`src/rtl/seg7_scan_driver.sv`:
```
// rtl/seg7_scan_driver.sv - multiplexed 7-segment display scan driver
//
// Purpose: drives NUM_DIGITS time-multiplexed common-anode 7-segment digits
// from a shadow register of 4-bit codes. Each digit is held for REFRESH_DIV
// clk cycles; the first cycle of every dwell is an all-off ghost guard.
//
// Ports:
//   clk        - clock, all state changes on the rising edge
//   rst_n      - synchronous active-low reset
//   load       - capture strobe for digits_in / dp_in into the shadow register
//   digits_in  - 4-bit code per position, bits [3:0] are position 0 (LSD)
//   dp_in      - decimal point request per position, 1 = lit
//   blank_lz   - 1 = leading-zero blanking enabled
//   enable     - 1 = scan running, 0 = display dark (scan state held)
//   cathode    - segments {g,f,e,d,c,b,a}, active-low, registered
//   dp         - decimal point segment, active-low, registered
//   anode      - digit select, active-low, at most one bit low, registered
module seg7_scan_driver #(
  parameter int NUM_DIGITS  = 4,
  parameter int REFRESH_DIV = 100000
) (
  input  logic                    clk,
  input  logic                    rst_n,
  input  logic                    load,
  input  logic [4*NUM_DIGITS-1:0] digits_in,
  input  logic [NUM_DIGITS-1:0]   dp_in,
  input  logic                    blank_lz,
  input  logic                    enable,
  output logic [6:0]              cathode,
  output logic                    dp,
  output logic [NUM_DIGITS-1:0]   anode
);

  // A single-digit display still needs a 1-bit index register.
  localparam int IW = (NUM_DIGITS > 1) ? $clog2(NUM_DIGITS) : 1;
  localparam int PW = $clog2(REFRESH_DIV);
  localparam logic [PW-1:0] PRESC_LAST = PW'(REFRESH_DIV - 1);
  localparam logic [IW-1:0] IDX_LAST   = IW'(NUM_DIGITS - 1);

  logic [4*NUM_DIGITS-1:0] digits_q, digits_d;
  logic [NUM_DIGITS-1:0]   dpin_q, dpin_d;
  logic [PW-1:0]           presc_q, presc_d;
  logic [IW-1:0]           idx_q, idx_d;
  logic [NUM_DIGITS-1:0]   anode_q, anode_d;
  logic [6:0]              cathode_q, cathode_d;
  logic                    dp_q, dp_d;

  logic       tick;
  logic [3:0] cur_code;
  logic       cur_dp;
  logic       cur_lz;
  logic       lz_run;
  logic [6:0] cur_seg;

  function automatic logic [6:0] seg_decode(input logic [3:0] code);
    logic [6:0] s;
    case (code)
      4'h0:    s = 7'b1000000;
      4'h1:    s = 7'b1111001;
      4'h2:    s = 7'b0100100;
      4'h3:    s = 7'b0110000;
      4'h4:    s = 7'b0011001;
      4'h5:    s = 7'b0010010;
      4'h6:    s = 7'b0000010;
      4'h7:    s = 7'b1111000;
      4'h8:    s = 7'b0000000;
      4'h9:    s = 7'b0010000;
      4'hF:    s = 7'b0111111;
      default: s = 7'b1111111;
    endcase
    return s;
  endfunction

  always_comb begin
    tick     = enable && (presc_q == PRESC_LAST);
    cur_code = 4'd0;
    cur_dp   = 1'b0;
    cur_lz   = 1'b0;
    lz_run   = 1'b1;
    // Walk from the most significant position down: lz_run stays set only
    // while every code seen so far (this one included) is zero.
    for (int i = NUM_DIGITS - 1; i >= 0; i--) begin
      lz_run = lz_run && (digits_q[4*i +: 4] == 4'd0);
      if (idx_q == IW'(i)) begin
        cur_code = digits_q[4*i +: 4];
        cur_dp   = dpin_q[i];
        cur_lz   = lz_run && (i != 0);
      end
    end
    cur_seg = (blank_lz && cur_lz) ? 7'b1111111 : seg_decode(cur_code);
  end

  always_comb begin
    digits_d  = load ? digits_in : digits_q;
    dpin_d    = load ? dp_in : dpin_q;
    presc_d   = presc_q;
    idx_d     = idx_q;
    anode_d   = '1;
    cathode_d = 7'b1111111;
    dp_d      = 1'b1;
    if (enable) begin
      if (tick) begin
        presc_d = '0;
        idx_d   = (idx_q == IDX_LAST) ? '0 : idx_q + IW'(1);
      end else begin
        presc_d = presc_q + PW'(1);
      end
      cathode_d = cur_seg;
      dp_d      = ~cur_dp;
      // The cycle after a tick keeps every anode off while the index settles.
      if (!tick) begin
        for (int i = 0; i < NUM_DIGITS; i++) begin
          anode_d[i] = !(idx_q == IW'(i));
        end
      end
    end
  end

  always_ff @(posedge clk) begin
    if (!rst_n) begin
      digits_q  <= '0;
      dpin_q    <= '0;
      presc_q   <= '0;
      idx_q     <= '0;
      anode_q   <= '1;
      cathode_q <= 7'b1111111;
      dp_q      <= 1'b1;
    end else begin
      digits_q  <= digits_d;
      dpin_q    <= dpin_d;
      presc_q   <= presc_d;
      idx_q     <= idx_d;
      anode_q   <= anode_d;
      cathode_q <= cathode_d;
      dp_q      <= dp_d;
    end
  end

  assign anode   = anode_q;
  assign cathode = cathode_q;
  assign dp      = dp_q;

endmodule

```
`config.mk`:
```
export PLATFORM = sky130hd
export DESIGN_NAME = seg7_scan_driver
export DESIGN_NICKNAME = d
export VERILOG_FILES = /design/src/rtl/seg7_scan_driver.sv
export SDC_FILE = /design/constraint.sdc
export NUM_CORES = 1
export LEC_CHECK = 0
export ABC_AREA = 1
export CORE_MARGIN = 2
export CORE_UTILIZATION = 40
export DETAILED_ROUTE_END_ITERATION = 8
export GPL_ROUTABILITY_DRIVEN = 1
export PLACE_DENSITY = 0.62
export SYNTH_ARGS = -nofsm -noshare
export SYNTH_HDL_FRONTEND = slang
export SYNTH_SLANG_ARGS = --single-unit
```
`constraint.sdc`:
```
create_clock -name clk -period 1.6 [get_ports clk]
set_input_delay 0.32 -clock clk [delete_from_list [all_inputs] [get_ports clk]]
set_output_delay 0.32 -clock clk [all_outputs]
set_load 0.02 [all_outputs]
```
# Yosys cells after proc, flatten, opt, wreduce, memory -nomap -nowiden
# Memories as Yosys holds them, arrays and structs flattened. A register that Yosys moved wholly into a read port is not among the register bits.
# Cells that the tools add are included.
[totals] input_bits=25 out_inout_bits=12 word_cells=46 latch_bits=0 ramBits=0 reg_bits=44 memories=1 mem_bits_ro=112
[op_classes] bitwise=3 mux=14 reduce_logical=16 n_mul=0 n_addsub=2 magnitude_cmp=0 div_mod_pow=0 n_eq_ne=4 n_shift=0
[mem_list] name="(no name shown)" words=16 width=7 read_ports=1 rd_ports_with_merged_regs=1 wr=0 line_no="57" rtl="case (code)"
[op_table] op="$add 17x1->17 const B" n=1
[op_table] op="$eq 17x17->1 const B" n=1
[op_table] op="$mux 17" n=1
[op_table] op="$mux 4" n=4
[op_table] op="$logic_not 4->1" n=3
[op_table] op="$mux 1" n=8
[op_table] op="$reduce_or 3->1" n=2
[op_table] op="$eq 2x2->1 const B" n=2
[op_table] op="$logic_and 1x1->1" n=4
[op_table] op="$logic_not 1->1" n=4
[op_table] op="$reduce_and 2->1" n=2
[op_table] op="$not 1->1" n=3
[op_table] op="$add 2x1->2 const B" n=1
[op_table] op="$eq 2x1->1 const B" n=1
[op_table] op="$logic_not 2->1" n=1
[op_table] op="$mux 2" n=1

# Logic depth before layout (Yosys ltp)
[logic_depth] ltp_word=7 depth_mapped=13 ltp_nobuf=13

# Worst setup path after synthesis
# OpenSTA, ideal clock, no wires.
[synth_timing] path_type="reg-to-reg" startpoint="register idx_q[0]" endpoint="register cathode_q[3], in the netlist cathode[3]" stages_incl_launch_ff=13 period_less_slack_ps=1728 setup_time_ps=58 n_path_buf=0 t_required_ps=1542 arrival_time_ps=1670 path_slack_ps=-128 path_cell_list="dfxtp_1 > inv_1 > ha_1 > inv_2 > nand2_1 > nand3_1 > nand2_1 > nand2_1 > inv_1 > ha_1 > o21ai_0 > nand2_1 > nand2_1"
[synth_via] elab_chain_cells=7 word_cells_on_any_way=14 cone_classes="3 x eq/ne; 8 x mux; 3 x reduce/logical"
[synth_rtl] element="start: declaration" line_no="43" rtl="logic [IW-1:0] idx_q, idx_d;"
[synth_rtl] element="start signal: assignment" line_no="132" rtl="idx_q <= idx_d;"
[synth_rtl] element="$eq 2x2->1" line_no="84" rtl="if (idx_q == IW'(i)) begin"
[synth_rtl] element="$mux 1 (4 in series)" line_no="84"
[synth_rtl] element="$logic_and 1x1->1" line_no="90" rtl="cur_seg = (blank_lz && cur_lz) ? 7'b1111111 : seg_decode(cur_code);"
[synth_rtl] element="$reduce_or 3->1 (no source line)"
[synth_rtl] element="end: declaration" line_no="45" rtl="logic [6:0] cathode_q, cathode_d;"
# Parallel ways exist; a longest one is shown, timed or not.
# A chain may end at the register's enable or synchronous reset.

# Final worst setup path
[layout_timing] startpoint="register idx_q[0]" endpoint="register cathode_q[2], in the netlist cathode[2]"
# The elaborated chain is that of the path after synthesis.

==> flow_summary.ini <==
[global_route]
grtUsageTotal_pct = 16.6
antenna_found_initial = 0
grt_max_degree = 30
grt_pass1_vias = 2186
grt_remaining_overflow = 0
grt_pass1_wl_um = 9560

[run_status]
violations = setup timing
status = finished, violations left

[critical_path]
path_delay_family = compound AO/OA/AOI/OAI gates
critPathCaptureType = flip-flop
cp.arrival_ps = 1870
crit_path_cell_trace = clkinvlp_4, ha_4, inv_4, buf_6, o211ai_1, a21oi_2, nand2_1, nand2_2, inv_2, o21ai_1
path_buf_inv = 4
worstSetupStartpointType = flip-flop
crit_fanout = 6
crit_path_top_delay_cell = dfxtp_4
path_class = flip-flop to flip-flop
reg2reg_slack_ps = -40
required_ps = 1830
cpPeakStageDelay_ps = 380

[synthesis]
ys_top_cells_by_area = dfxtp_1, nand2_1, nor2_1
ys_warn_count = 0
yosysMostFrequentCell = nand2_1
synth_edf_count = 0
async_flop_share_pct = 0
ys_seq_elements = 51
synth_compound_area_share_pct = 13.9
synth_top_family_by_area = simple AND/OR/NAND/NOR gates
synth_fp_nets = 391
netlist.top_cell.by_area = dfxtp_1
muxShareOfSynthArea_pct = 0
yosys.area.top_type_share_pct = 40.9
yosys.area_share.adder_pct = 3.01
ys_types = 28
synthCells = 360
synth_xor_area_share_pct = 1.05
yosys.area_share.simple_pct = 31.9
ys.flop_type = dfxtp_1
netlist_area_sq_um = 2500
ys_seq_area_share_pct = 40.9
synth.top_cells.by_count = nand2_1, nor2_1, dfxtp_1, inv_1, o21ai_0
syn_area_per_cell_sq_um = 6.93

[clocking]
clk_latency_ps = 300
htree_levels = 2
clock_tree.buffer_depth = 2
cts_tree = done
numCtsBuffers = 5
root_buffer = clkbuf_8
clock_sinks = 51
path_clk_slew_ps = 90

[sta]
finalSetupTns_ps = -124
setup_viol = 6
min_period_over_period_pct = 102
slew_violations = 0
fin_crit_ps = 1640
finalClockSkew_ps = 7.42
hold_ws_ps = 451
rsz0062_at_grt = true
worst_slack_ps = -38.9
maxSlewHeadroom_pct = 83.4
worstMarginPinSlew_ps = 246
max_freq_mhz = 610
hold_viol_final = 0

[placed_design]
place_inst = 488
postPlaceCellArea_sq_um = 3110
port_buffers = 36
hpwl_um = 4300
place_congestion = 0.889

[finish]
nFillCells = 586
n_antenna_cell = 0
final_cells = 498
nets = 454
drive_above_1_share_pct = 21.0
multi_input_area_sq_um = 1390
seq_area_sq_um = 1030
fin_area_sq_um = 3380
syn_to_final_growth_pct = 35.4

[min_path]
hold_path.class = flip-flop to flip-flop

[detailed_routing]
first_pass_iters = 4
routed_wl_um = 5650
via_per_inst = 4.78
detail-route-antenna-nets = 0
vias = 2378
drt_iter0_drc = 89
drc = 0
wl_per_cell_um = 11.4

[die]
die_width_um = 83.0
die_height_um = 83.0
rows = 28
dieArea_sq_um = 6890
core_sq_um = 5990
start_util_pct = 41.7
ioPinCount = 37

[pwr]
power_mw = 2.52
p_per_area_nw_per_um2 = 746
p_leak_nw = 1.41
ir_worst_vdd_v = 0.000406

[flow_run]
max-cap-violations = 0
==> layout by cell type, fill, tap and decap left out, types with 4 or more instances in the layout <==
cell type,n
nor3_1,6
nand3_1,14
dfxtp_1,49
a21oi_1,24
nand2_1,72
nand2_2,9
ha_4,5
clkdlybuf4s50_1,36
clkbuf_8,6
inv_2,5
buf_4,29
nor2_1,51
nand3_2,8
nor2_2,5
o21ai_0,30
o21ai_1,4
inv_1,37
==> through the flow <==
stage / worst slack [ps] / util, %
floorplan: 13.2 / -
detailed placement: -170 / 51.9
global placement: -144 / 51.9
CTS: -48.4 / 55.1
global route: -158 / 56.4
finish: -38.9 / 56.4
==> final timing paths <==
path	end	cells after the start	start
worst max-delay path	cathode[2]	10	idx_q[0]
worst min-delay path	dpin_q[3]	2	dpin_q[3]
worst max register to register	cathode[2]	10	idx_q[0]
worst min register to register	dpin_q[3]	2	dpin_q[3]
==> logic make-up (layout without fill, tap and decap cells) <==
| group | count (synthesis) | count (layout) |
|---|---|---|
| compound gates | 67 | 67 |
| xor+xnor | 3 | 3 |
| fa+ha+maj | 6 | 6 |
| buf+inv | 57 | 120 |
| flops | 51 | 51 |
| simple gates | 176 | 176 |
==> layout make-up <==
class / instances / share of cell area [%]
clock inverter: 1 / 0.148
sequential: 51 / 30.4
multi-input combinational: 252 / 41.0
tap: 75 / 2.78
clock buffer: 6 / 2.44
timing repair buffer: 67 / 17.8
inverter: 46 / 5.44
==> routing by layer <==
layer	global-route usage [%]	share of wire, %	vias to the layer above
li1	-	-	1272
met5	0	0	-
met2	28.4	48	35
met1	21.3	48	1064
met3	3.38	3.3	7
met4	4.47	1.1	0
==> power by group <==
part | internal [mW] | leakage (nW) | switching [mW]
Sequential | 1.34 | 0.420 | 0.0505
Clock | 0.341 | 0.0470 | 0.419
Combinational | 0.193 | 0.940 | 0.181
Total | 1.87 | 1.41 | 0.651
==> worst min-delay path: stages (launching register included) <==
cell,delay [ps]
dfxtp_1,310
inv_1,50
a21oi_1,60
==> state kept, by name (all words and copies together) (netlist names) <==
signal and cells:
dpin_q 4, anode 4, dp 1, presc_q 17, digits_q 16, cathode 7
idx_q 2
==> repair_timing <==
item                       in CTS  in global routing
setup buffers                   3                  0
hold buffers                    0                  0
setup endpoints to repair       7                 22
resized for setup              18                 24
pin swaps                       4                  7
Note: power is estimated with default switching activity, not from simulation.
